==> config.mk <==
export PLATFORM = sky130hd
export DESIGN_NAME = wb_ssram_wbuf
export DESIGN_NICKNAME = d
export VERILOG_FILES = /design/src/rtl/wb_ssram_wbuf_pkg.sv /design/src/rtl/wb_wbuf_fifo.sv /design/src/rtl/wb_ssram_wbuf.sv
export SDC_FILE = /design/constraint.sdc
export NUM_CORES = 1
export LEC_CHECK = 0
export BUFFER_PORTS_ARGS = -buffer_cell sky130_fd_sc_hd__buf_2
export CAP_MARGIN = 25
export CORE_AREA = 5 5 162 203
export CTS_CLUSTER_SIZE = 8
export DETAILED_ROUTE_END_ITERATION = 8
export DIE_AREA = 0 0 167 208
export PLACE_DENSITY = 0.75
export SLEW_MARGIN = 20
export SYNTH_ARGS = -nofsm -noshare
export SYNTH_HDL_FRONTEND = slang
export SYNTH_HIERARCHICAL = 1
export SYNTH_SLANG_ARGS = --single-unit
==> constraint.sdc <==
create_clock -name clk -period 4.9 [get_ports clk]
set_clock_uncertainty 0.1 [all_clocks]
set_input_delay 0.735 -clock clk [delete_from_list [all_inputs] [get_ports clk]]
set_output_delay 0.735 -clock clk [all_outputs]
set_load 0.005 [all_outputs]
==> src/rtl/wb_ssram_wbuf_pkg.sv <==
// Shared types for the wb_ssram_wbuf posted-write buffer: drain FSM states,
// FIFO entry layout and default depth.
package wb_ssram_wbuf_pkg;

    typedef enum logic [1:0] {
        ST_IDLE = 2'd0,
        ST_WR   = 2'd1,
        ST_RD   = 2'd2,
        ST_GAP  = 2'd3
    } wbuf_state_t;

    // adr sits in the top bits so the FIFO can slice it out of raw storage
    typedef struct packed {
        logic [31:0] adr;
        logic [3:0]  sel;
        logic [31:0] dat;
    } wbuf_entry_t;

    localparam int ENTRY_W   = $bits(wbuf_entry_t);
    localparam int DEPTH_DEF = 4;

endpackage

==> src/rtl/wb_wbuf_fifo.sv <==
// Synchronous write FIFO for wb_ssram_wbuf. Exposes per-entry valid bits and
// word addresses so the top can detect read-after-write hazards.
module wb_wbuf_fifo
    import wb_ssram_wbuf_pkg::*;
#(
    parameter int DEPTH = DEPTH_DEF,
    parameter int AW    = $clog2(DEPTH)
) (
    input  logic                   clk,
    input  logic                   rst,
    input  logic                   push,
    input  logic                   pop,
    input  wbuf_entry_t            din,
    output wbuf_entry_t            head,
    output logic                   full,
    output logic                   empty,
    output logic [AW:0]            level,
    output logic [DEPTH-1:0]       vld,
    output logic [DEPTH-1:0][29:0] vadr
);

    logic [ENTRY_W-1:0] mem [DEPTH];
    logic [AW-1:0]      wptr, rptr;

    always_ff @(posedge clk or negedge rst) begin
        if (!rst) begin
            wptr  <= '0;
            rptr  <= '0;
            level <= '0;
            vld   <= '0;
        end else begin
            // Clear before set: on a full push+pop both pointers hit the same slot
            if (pop) begin
                rptr      <= rptr + AW'(1);
                vld[rptr] <= 1'b0;
            end
            if (push) begin
                wptr      <= wptr + AW'(1);
                vld[wptr] <= 1'b1;
            end
            level <= level + {{AW{1'b0}}, push} - {{AW{1'b0}}, pop};
        end
    end

    always_ff @(posedge clk) begin
        if (push) mem[wptr] <= din;
    end

    assign head  = wbuf_entry_t'(mem[rptr]);
    assign full  = (level == (AW+1)'(DEPTH));
    assign empty = (level == '0);

    for (genvar i = 0; i < DEPTH; i++) begin : g_vadr
        assign vadr[i] = mem[i][ENTRY_W-1 -: 30];
    end

endmodule

==> src/rtl/wb_ssram_wbuf.sv <==
// Posted-write buffer between a Wishbone classic master and wb_ssram_if.
// Optional WB_WBUF_RD_BYPASS_EN lets reads overtake queued non-matching writes.
module wb_ssram_wbuf
    import wb_ssram_wbuf_pkg::*;
#(
    parameter int DEPTH = DEPTH_DEF,
    parameter int AW    = 2
) (
    input  logic          clk,
    input  logic          rst,
    input  logic [31:0]   s_adr,
    input  logic [31:0]   s_din,
    output logic [31:0]   s_dout,
    input  logic          s_we,
    input  logic [3:0]    s_sel,
    input  logic          s_stb,
    input  logic          s_cyc,
    output logic          s_ack,
    output logic          s_err,
    output logic          s_rty,
    output logic [31:0]   m_adr,
    output logic [31:0]   m_dout,
    input  logic [31:0]   m_din,
    output logic          m_we,
    output logic [3:0]    m_sel,
    output logic          m_stb,
    output logic          m_cyc,
    input  logic          m_ack,
    input  logic          m_err,
    input  logic          m_rty,
    output logic [AW:0]   wbuf_level,
    output logic          wbuf_empty,
    output logic          wbuf_err
);

    wbuf_state_t            state, state_nx;
    wbuf_entry_t            head, push_ent;
    logic                   full, empty, push, pop, hit, rd_req, rd_go, rd_live, rd_done;
    logic [DEPTH-1:0]       vld, match;
    logic [DEPTH-1:0][29:0] vadr;
    logic [31:0]            rd_adr;
    logic [3:0]             rd_sel;

    assign s_rty    = 1'b0;
    assign pop      = (state == ST_WR) & (m_ack | m_err);
    assign push     = s_cyc & s_stb & s_we & !s_ack & (!full | pop);
    assign push_ent = '{adr: s_adr, sel: s_sel, dat: s_din};

    wb_wbuf_fifo #(.DEPTH(DEPTH), .AW(AW)) u_fifo (
        .clk   (clk),
        .rst   (rst),
        .push  (push),
        .pop   (pop),
        .din   (push_ent),
        .head  (head),
        .full  (full),
        .empty (empty),
        .level (wbuf_level),
        .vld   (vld),
        .vadr  (vadr)
    );

    for (genvar i = 0; i < DEPTH; i++) begin : g_match
        assign match[i] = vld[i] & (vadr[i] == s_adr[31:2]);
    end
    assign hit    = |match;
    assign rd_req = s_cyc & s_stb & !s_we & !s_ack & !s_err;

`ifdef WB_WBUF_RD_BYPASS_EN
    assign rd_go = rd_req & !hit;
`else
    assign rd_go = rd_req & empty & !hit;
`endif

    always_ff @(posedge clk or negedge rst) begin
        if (!rst) state <= ST_IDLE;
        else      state <= state_nx;
    end

    always_comb begin
        state_nx = state;
        case (state)
            ST_IDLE: begin
`ifdef WB_WBUF_RD_BYPASS_EN
                // A hazard-free read jumps ahead of the queue
                if (rd_go)       state_nx = ST_RD;
                else if (!empty) state_nx = ST_WR;
`else
                if (!empty)      state_nx = ST_WR;
                else if (rd_go)  state_nx = ST_RD;
`endif
            end
            ST_WR, ST_RD: if (m_ack | m_err | m_rty) state_nx = ST_GAP;
            default:      state_nx = ST_IDLE;
        endcase
    end

    always_comb begin
        m_cyc  = 1'b0;
        m_stb  = 1'b0;
        m_we   = 1'b0;
        m_adr  = '0;
        m_sel  = '0;
        m_dout = '0;
        case (state)
            ST_WR: begin
                m_cyc  = 1'b1;
                m_stb  = 1'b1;
                m_we   = 1'b1;
                m_adr  = head.adr;
                m_sel  = head.sel;
                m_dout = head.dat;
            end
            ST_RD: begin
                m_cyc = 1'b1;
                m_stb = 1'b1;
                m_adr = rd_adr;
                m_sel = rd_sel;
            end
            default: ;
        endcase
    end

    assign wbuf_empty = empty & (state == ST_IDLE);
    // Master may abandon the cycle while the downstream read is in flight
    assign rd_done    = (state == ST_RD) & rd_live & s_cyc;

    always_ff @(posedge clk or negedge rst) begin
        if (!rst) begin
            s_ack    <= 1'b0;
            s_err    <= 1'b0;
            s_dout   <= '0;
            rd_adr   <= '0;
            rd_sel   <= '0;
            rd_live  <= 1'b0;
            wbuf_err <= 1'b0;
        end else begin
            s_ack <= push | (rd_done & m_ack);
            s_err <= rd_done & !m_ack & m_err;
            if (rd_done & m_ack) s_dout <= m_din;
            if (state == ST_IDLE && state_nx == ST_RD) begin
                rd_adr  <= s_adr;
                rd_sel  <= s_sel;
                rd_live <= 1'b1;
            end else if (state == ST_RD && !s_cyc) begin
                rd_live <= 1'b0;
            end
            if (pop & !m_ack) wbuf_err <= 1'b1;
        end
    end

endmodule

==> results of run 1 <==
## layer usage
| layer | part of all wire, % | global-route usage, % | vias up |
|---|---|---|---|
| li1 | - | - | 3867 |
| met3 | 6.9 | 4.841 | 77 |
| met1 | 39 | 25.97 | 4371 |
| met5 | 0.11 | 0 | - |
| met4 | 3.4 | 7.338 | 8 |
| met2 | 51 | 34.71 | 310 |
## layout make-up
type | instances | area (um^2) | share of cell area (%)
antenna | 2 | 5.005 | 0.02701
clock buffer | 88 | 1458 | 7.865
clock inverter | 1 | 5.005 | 0.02701
inverter | 14 | 52.55 | 0.2836
multi-input combinational | 466 | 4935 | 26.63
sequential | 357 | 10300 | 55.58
tap | 407 | 509.2 | 2.748
timing repair buffer | 236 | 1269 | 6.846
## synth_stat cells
cell type / instances
ha_1: 14
inv_1: 14
fa_1: 1
edfxtp_1: 272
a2111oi_4: 1
conb_1: 1
mux2_4: 29
xor2_1: 14
nor2_1: 2
xnor2_1: 110
nand2b_1: 2
buf_12: 7
a21o_1: 6
or3_1: 1
a21oi_1: 3
o21a_1: 2
a22oi_1: 37
and3_1: 1
and2_1: 36
a41o_1: 1
dfrtp_1: 85
nor3b_1: 1
mux2_2: 39
nand4_1: 28
nand3_1: 5
buf_2: 6
clkbuf_1: 19
nor3_1: 1
buf_4: 153
nand3_2: 1
a31o_2: 1
nand2_1: 10
o21ai_0: 4
buf_6: 5
nor4_1: 10
nor2b_1: 37
mux4_2: 68
## flip-flops by register name (all words and copies together) (netlist names)
signal	count
rd_sel	4
rd_adr	32
u_fifo/level	3
wbuf_err	1
state	2
u_fifo/mem	272
u_fifo/rptr	2
s_ack	1
u_fifo/vld	4
rd_live	1
u_fifo/wptr	2
s_dout	32
s_err	1
## final timing paths
path                       slack [ns]  depth (start not counted)          endpoint            start
max                              1.21                          5         m_adr[11]   u_fifo/rptr[0]
min                              0.11                          1        rd_adr[24]              rst
max reg2reg                      1.71                          7        rd_adr[15]  u_fifo/level[1]
min reg2reg                      0.37                          1          wbuf_err         wbuf_err
max in group asynchronous        3.56                          2        s_dout[21]              rst
min in group clk                 0.30                          1  u_fifo/mem[3][8]         s_din[8]
## report_power, final
group / switching (uW) / total (uW) / internal, uW
sequential: 360 / 4070 / 3710
combinational: 1360 / 2900 / 1540
clock: 1200 / 3190 / 1980
total: 2920 / 10200 / 7230
## worst max-delay path, stage by stage (launching register included)
cell	delay [ns]
dfrtp_4	0.87
buf_4	0.44
mux4_2	0.55
a22oi_1	0.20
nor2b_1	0.11
buf_2	0.14
## stage by stage
step,worst slack (ns),std cells,instance area (um^2)
after floorplan,1.293,1027,16720
after global placement,1.496,1480,17070
after detailed placement,1.480,1480,17070
after CTS,1.099,1569,18530
after global routing,0.9716,1570,18530
final,1.211,1571,18530
## kinds of logic (layout without fill, tap and decap cells)
logic type / after synthesis / count (layout) / synth area share [%]
buffers and inverters: 204 / 339 / 8.967
adder cells (fa/ha/maj): 15 / 15 / 1.168
AND/OR/NAND/NOR: 135 / 135 / 4.858
AO/OA/AOI/OAI: 55 / 55 / 2.507
flip-flops: 357 / 357 / 61.59
XOR/XNOR: 124 / 124 / 6.497
other: 1 / 3 / 0.02243
multiplexers: 136 / 136 / 14.39
==> results.sh, run 1 <==
export IMPL_yosys_cell_types_count=37
export IMPL_ir_drop_v=0.0003275
export IMPL_synthToLayoutAreaGrowth_pct=10.87
export IMPL_hold_violations=0
export IMPL_cap_violations=0
export IMPL_mostFrequentLayoutCell="edfxtp_1"
export IMPL_num_io_pins=219
export IMPL_htreeDepth=2
export IMPL_cts_tree="yes"
export IMPL_postCtsSetupRepairBufs=0
export IMPL_avgSynthCellArea_um2=16.28
export IMPL_slew_headroom_pct=40.82
export IMPL_placementRows=72
export IMPL_cts_buffer_depth=3
export IMPL_synth_nets=1150
export IMPL_via_per_inst=5.495
export IMPL_slew_violations=0
export IMPL_holdWs_ns=0.1121
export IMPL_dr_first_iter_drc_count=652
export IMPL_root_buffer="clkbuf_16"
export IMPL_gp_congestion=0.8218
export IMPL_grt_setup_unrepaired="false"
export IMPL_fin_tns_setup_ns=0
export IMPL_start_util_pct=54.42
export IMPL_cts_hold_buf=0
export IMPL_first_global_vias=9323
export IMPL_ant_nets=0
export IMPL_die_y_um=208
export IMPL_synth_area_top_cells="edfxtp_1, dfrtp_1, mux4_2"
export IMPL_totalWireLength_um=35620
export IMPL_layout_worst_path_cycle_share_pct=75.29
export IMPL_grt_overflow_total=0
export IMPL_synth_area_um2=16720
export IMPL_finalCoreUtilization_pct=60.33
export IMPL_required_ns=4.07
export IMPL_drive_gt1_share_pct=37.52
export IMPL_grt_start_max_net_pins=71
export IMPL_antenna_found_initial=5
export IMPL_io_buffers=217
export IMPL_nFillCells=2298
export IMPL_hold_path_class="in -> async"
export IMPL_dr_pass1_iters=5
export IMPL_grt_first_pass_wirelength_um=55460
export IMPL_die_width_um=167
export IMPL_path_class="reg -> out"
export IMPL_synth_top_area_share_pct=48.86
export IMPL_vias=8633
export IMPL_cts_buffers=50
export IMPL_clkLatencyLatePin_ns=0.55
export IMPL_die_area_um2=34740
export IMPL_cp_start_kind="flop"
export IMPL_yosysSeqAreaShare_pct=61.59
export IMPL_synthesis_instances=1027
export IMPL_yosysWarnings=6
export IMPL_cts_resized=0
export IMPL_status="finished clean"
export IMPL_power_density_nw_per_um2=547.8
export IMPL_critPathMaxFanout=31
export IMPL_cp_end_kind="primary output"
export IMPL_core_area_um2=30720
export IMPL_p_leak_uw=0.006925
export IMPL_setup_violations=0
export IMPL_fmax_mhz=271.1
export IMPL_fin_crit_ns=3.689
export IMPL_worstMarginPinSlew_ns=0.8877
export IMPL_dp_hpwl_um=22840
export IMPL_synth_area_leader_cell="edfxtp_1"
export IMPL_clock_sinks=357
export IMPL_final_cell_mix="edfxtp_1, buf_2, xnor2_1"
export IMPL_crit_arrival_ns=2.85
export IMPL_design_power_total_uw=10150
export IMPL_synth_seq_cells=357
export IMPL_avgRoutedWirePerCell_um=22.68
export IMPL_cts_reportedPaths_clkPinSlew_ns=0.05
export IMPL_drc=0
export IMPL_nets=1248
export IMPL_grt_use_total_pct=20.50
No activity file was read; power rests on OpenSTA's default activity.
==> inputs of run 2 (changes only) <==
--- a/config.mk
+++ b/config.mk
@@ -7,10 +7,10 @@
 export LEC_CHECK = 0
 export BUFFER_PORTS_ARGS = -buffer_cell sky130_fd_sc_hd__buf_2
 export CAP_MARGIN = 25
-export CORE_AREA = 5 5 162 203
+export CORE_AREA = 5 5 165 207
 export CTS_CLUSTER_SIZE = 8
 export DETAILED_ROUTE_END_ITERATION = 8
-export DIE_AREA = 0 0 167 208
+export DIE_AREA = 0 0 170 212
 export PLACE_DENSITY = 0.75
 export SLEW_MARGIN = 20
 export SYNTH_ARGS = -nofsm -noshare
==> constraint.sdc (replaced) <==
create_clock -name clk -period 3.2 [get_ports clk]
set_clock_uncertainty 0.1 [all_clocks]
set_input_delay 0.48 -clock clk [delete_from_list [all_inputs] [get_ports clk]]
set_output_delay 0.48 -clock clk [all_outputs]
set_load 0.005 [all_outputs]
==> run 2 against run 1 <==
Effect of this change: count of clock-buffer cells in the layout did not move; combinational power rose by 62%; non-clock buffer count is 9 higher; final cell count is 1.3% higher; wire length rose by 0.58%; power grew 53%; cell area is 0.94% higher; largest power group unchanged; highest routed layer unchanged.
==> results.sh, run 2 (synthesis gave the netlist of run 1 again) <==
export IMPL_status="finished clean"
export IMPL_root_buffer="clkbuf_16"
export IMPL_path_class="reg -> out"
export IMPL_dr_pass1_iters=5
export IMPL_grt_overflow_total=0
export IMPL_ir_drop_v=0.0005985
export IMPL_wl_met1_um=13610
export IMPL_first_global_vias=9458
export IMPL_highest_layer="met5"
export IMPL_hold_path_startpoint="s_din[15]"
export IMPL_holdWs_ns=0.04846
export IMPL_ant_nets=0
export IMPL_rrSetupSlack_ns=0.58
export IMPL_setup_violations=0
export IMPL_cts_hold_buf=1
export IMPL_fin_tns_setup_ns=0
export IMPL_grt_first_pass_wirelength_um=55010
export IMPL_regMostFlops="u_fifo/mem"
export IMPL_nets=1257
export IMPL_r2r_cells=7
export IMPL_p_leak_uw=0.006986
export IMPL_p_sw_share_pct=28.82
export IMPL_finalCoreUtilization_pct=58.23
export IMPL_mostFrequentLayoutCell="edfxtp_1"
export IMPL_htreeDepth=2
export IMPL_cp_end_kind="primary output"
export IMPL_gp_congestion=0.8393
export IMPL_cap_violations=0
export IMPL_hold_path_class="in -> reg"
export IMPL_critPathMaxFanout=20
export IMPL_grt_start_max_net_pins=71
export IMPL_min_path_cells=1
export IMPL_die_y_um=212
export IMPL_grt_use_total_pct=19.91
export IMPL_avgRoutedWirePerCell_um=22.52
export IMPL_drive_gt1_share_pct=37.80
export IMPL_cts_tree="yes"
export IMPL_p_int_uw=11090
export IMPL_dp_cells=1499
export IMPL_crit_arrival_ns=2.44
export IMPL_regArea_um2=10300
export IMPL_clock_sinks=357
export IMPL_cts_buffer_depth=3
export IMPL_wl_met3_um=2549
export IMPL_cts_buffers=50
export IMPL_core_area_um2=32130
export IMPL_io_buffers=217
export IMPL_die_area_um2=36040
export IMPL_fin_cells=1591
export IMPL_min_to="u_fifo/mem[2][15]"
export IMPL_postCtsSetupRepairBufs=0
export IMPL_final_cell_mix="edfxtp_1, buf_2, xnor2_1"
export IMPL_required_ns=2.62
export IMPL_cts_resized=0
export IMPL_cts_reportedPaths_clkPinSlew_ns=0.05
export IMPL_dr_first_iter_drc_count=459
export IMPL_biggestRegsByFlops="u_fifo/mem: 272 flops, rd_adr: 32 flops, s_dout: 32 flops"
export IMPL_p_switching_uw=4490
export IMPL_power_clock_fraction_pct=30.7
export IMPL_cp_start_kind="flop"
export IMPL_totalWireLength_um=35830
export IMPL_layout_worst_path_cycle_share_pct=94.51
export IMPL_r2r_end="rd_adr[11]"
export IMPL_p_seq_share_pct=39.1
export IMPL_vias=8717
export IMPL_slew_headroom_pct=59.43
export IMPL_start_util_pct=52.03
export IMPL_dp_hpwl_um=22980
export IMPL_nFillCells=2426
export IMPL_combPwrFrac_pct=30.1
export IMPL_dr_wl_met2_um=18600
export IMPL_largest_reg_flops=272
export IMPL_hold_violations=0
export IMPL_multiInputGateArea_um2=4935
export IMPL_num_io_pins=219
export IMPL_clkLatencyLatePin_ns=0.55
export IMPL_slew_violations=0
export IMPL_antenna_found_initial=7
export IMPL_fin_crit_ns=3.024
export IMPL_via_per_inst=5.479
export IMPL_die_width_um=170
export IMPL_r2r_start="u_fifo/level[1]"
export IMPL_grt_setup_unrepaired="false"
export IMPL_fmax_mhz=330.6
export IMPL_worstMarginPinSlew_ns=0.6085
export IMPL_placementRows=74
export IMPL_synthToLayoutAreaGrowth_pct=11.92
export IMPL_power_density_nw_per_um2=832.8
export IMPL_drc=0
## run 2: changes by cell type in the layout (fill, tap and decap cells not counted), moves of 2 or more
| cell | change |
|---|---|
| buf_12 | +10 |
| clkbuf_1 | +2 |
| buf_4 | -2 |
| clkbuf_16 | -2 |
## run 2: per-layer routing
layer  vias up  GRT usage [%]
met3        79          4.463
met4        10          6.391
met1      4420          25.06
met5         -              0
met2       315          34.51
li1       3893              -
## run 2: cell type report
cell class                 instances  area share, %
multi-input combinational        466          26.38
clock buffer                      88          7.564
sequential                       357          55.07
timing repair buffer             245          7.825
tap                              418          2.796
antenna                            1        0.01338
inverter                          14         0.2809
clock inverter                     2        0.07357
## run 2: worst max path at each step
stage / to / depth (start not counted) / startpoint / slack (ns)
floorplan: u_fifo/mem[1][0] / 6 / state[1] / 0.32
global placement: rd_adr[6] / 10 / s_adr[24] / 0.33
detailed placement: rd_adr[9] / 10 / s_adr[24] / 0.38
CTS: m_adr[30] / 6 / state[0] / 0.12
global route: m_adr[26] / 7 / state[0] / 0.03
finish: m_adr[31] / 7 / state[0] / 0.18
## run 2: worst max-delay path: stages (launching register included)
cell     delay (ns)
dfrtp_1        0.43
inv_1          0.13
ha_1           0.51
buf_12         0.26
buf_4          0.22
a22oi_1        0.11
nor2b_1        0.13
buf_2          0.12
## run 2: power groups by stage
stage	clock network [uW]	logic [uW]	registers, uW
6_report	4790	4700	6100
5_1_grt	5120	5120	6170
4_1_cts	4900	4800	6100
3_5_place_dp	0	4770	6170
3_3_place_gp	0	4700	6140
2_1_floorplan	0	3370	6020
## run 2: metrics by stage
stage	cell area, um^2	total power, uW	setup WS, ns
6_report	18710	15580	0.1755
5_1_grt	18710	16410	0.03322
3_3_place_gp	17270	10840	0.3264
4_1_cts	18710	15800	0.1171
3_5_place_dp	17270	10940	0.3783
2_1_floorplan	16720	9389	0.3208
==> inputs of run 3 (changes only) <==
--- a/config.mk
+++ b/config.mk
@@ -12,7 +12,7 @@
 export DETAILED_ROUTE_END_ITERATION = 8
 export DIE_AREA = 0 0 170 212
 export PLACE_DENSITY = 0.75
-export SLEW_MARGIN = 20
+export SETUP_SLACK_MARGIN = 0.2
 export SYNTH_ARGS = -nofsm -noshare
 export SYNTH_HDL_FRONTEND = slang
 export SYNTH_HIERARCHICAL = 1
==> run 3 against run 2 <==
Effect of this change: register-to-register slack is essentially flat; clock power is essentially flat; hold slack gained 0.0020 ns; setup slack gained 0.10 ns; critical path type unchanged.
==> results.sh, run 3 (synthesis gave the netlist of run 1 again) <==
export IMPL_status="finished clean"
export IMPL_synthToLayoutAreaGrowth_pct=12.12
export IMPL_io_buffers=217
export IMPL_clkLatencyLatePin_ns=0.55
export IMPL_die_y_um=212
export IMPL_dp_hpwl_um=22980
export IMPL_biggestRegsByFlops="u_fifo/mem: 272 flops, rd_adr: 32 flops, s_dout: 32 flops"
export IMPL_fin_crit_ns=2.922
export IMPL_mostFrequentLayoutCell="edfxtp_1"
export IMPL_num_io_pins=219
export IMPL_cp_startpoint="u_fifo/rptr[0]"
export IMPL_grt_use_total_pct=19.99
export IMPL_cts_buffers=50
export IMPL_placementRows=74
export IMPL_start_util_pct=52.03
export IMPL_finalCoreUtilization_pct=58.33
export IMPL_die_area_um2=36040
export IMPL_cap_violations=0
export IMPL_min_path_cells=1
export IMPL_fin_cells=1592
export IMPL_cts_tree="yes"
export IMPL_path_class="reg -> out"
export IMPL_first_global_vias=9489
export IMPL_setup_violations=0
export IMPL_r2r_start="u_fifo/level[1]"
export IMPL_worstMarginPinSlew_ns=0.6116
export IMPL_layout_worst_path_cycle_share_pct=91.33
export IMPL_ir_drop_v=0.0006001
export IMPL_core_area_um2=32130
export IMPL_slew_headroom_pct=59.22
export IMPL_pre_cts_ws_ns=0.3783
export IMPL_required_ns=2.62
export IMPL_holdWs_ns=0.05046
export IMPL_hold_path_class="in -> reg"
export IMPL_regMostFlops="u_fifo/mem"
export IMPL_drive_gt1_share_pct=38.02
export IMPL_critPathMaxFanout=20
export IMPL_fin_ws_ns=0.2775
export IMPL_dr_pass1_iters=4
export IMPL_grt_first_pass_wirelength_um=55170
export IMPL_nets=1258
export IMPL_fmax_mhz=342.2
export IMPL_grt_overflow_total=0
export IMPL_crit_arrival_ns=2.34
export IMPL_clock_sinks=357
export IMPL_root_buffer="clkbuf_16"
export IMPL_ant_nets=0
export IMPL_gp_congestion=0.8393
export IMPL_largest_reg_flops=272
export IMPL_p_leak_uw=0.006996
export IMPL_drc=0
export IMPL_totalWireLength_um=35930
export IMPL_cts_buffer_depth=3
export IMPL_final_cell_mix="edfxtp_1, buf_2, xnor2_1"
export IMPL_fin_tns_setup_ns=0
export IMPL_cp_end_kind="primary output"
export IMPL_r2r_cells=7
export IMPL_vias=8731
export IMPL_cts_reportedPaths_clkPinSlew_ns=0.05
export IMPL_slew_violations=0
export IMPL_antenna_found_initial=7
export IMPL_grt_start_max_net_pins=71
export IMPL_htreeDepth=2
export IMPL_dp_cells=1499
export IMPL_power_density_nw_per_um2=834.4
export IMPL_dr_first_iter_drc_count=493
export IMPL_via_per_inst=5.484
export IMPL_hold_path_startpoint="s_din[15]"
export IMPL_avgRoutedWirePerCell_um=22.57
export IMPL_die_width_um=170
export IMPL_cp_start_kind="flop"
export IMPL_grt_setup_unrepaired="true"
export IMPL_hold_violations=0
==> run 3: what timing repair did <==
item,in CTS,in global routing
hold endpoints to repair,37,0
gates resized for setup,3,1
setup endpoints to repair,23,7
hold buffers,1,0
buffers inserted,1,0
pin swaps,0,0
==> run 3: worst paths after layout <==
kind | to | slack, ns
setup / recovery | m_adr[18] | 0.28
hold / removal | u_fifo/mem[2][15] | 0.05
setup reg to reg | rd_adr[11] | 0.58
hold reg to reg | wbuf_err | 0.38
max in group asynchronous | s_dout[30] | 1.93
min in group asynchronous | rd_adr[23] | 0.37
==> run 3: per-stage QoR <==
stage	area (um^2)	power [uW]
after floorplan	16720	9389
after global placement	17270	10840
after detailed placement	17270	10940
after CTS	18740	15850
after global routing	18740	16470
final	18740	15640
==> run 3: per-layer routing <==
layer  GRT usage, %  share of wire [%]  routed length, um  vias up
met1          25.07                 38              13750     4447
met4          6.777                3.1               1111       10
li1               -                  -                  -     3894
met3          4.556                6.9               2492       82
met5              0               0.19                 67        -
met2          34.48                 52              18500      298
==> run 3: final cells by class <==
type | instances | area [um^2]
clock inverters | 2 | 13.76
well taps | 418 | 523.0
clock buffers | 88 | 1415
inverters | 14 | 52.55
repair buffers | 246 | 1490
multi-input cells | 466 | 4942
fillers | 2423 | 13390
diodes | 1 | 2.502
flip-flops and latches | 357 | 10300
==> run 3: report_power, final <==
part,leakage (uW),internal (uW),switching [uW]
Combinational,0.00282,2490,2280
Sequential,0.00350,5680,397
Clock,0.000681,2950,1840
Total,0.00700,11100,4510
==> run 3: worst max-delay path: stages, from the launching register on <==
cell	delay, ns
dfrtp_4	0.46
buf_12	0.22
mux4_2	0.52
a22oi_1	0.37
nor2b_1	0.09
buf_2	0.14
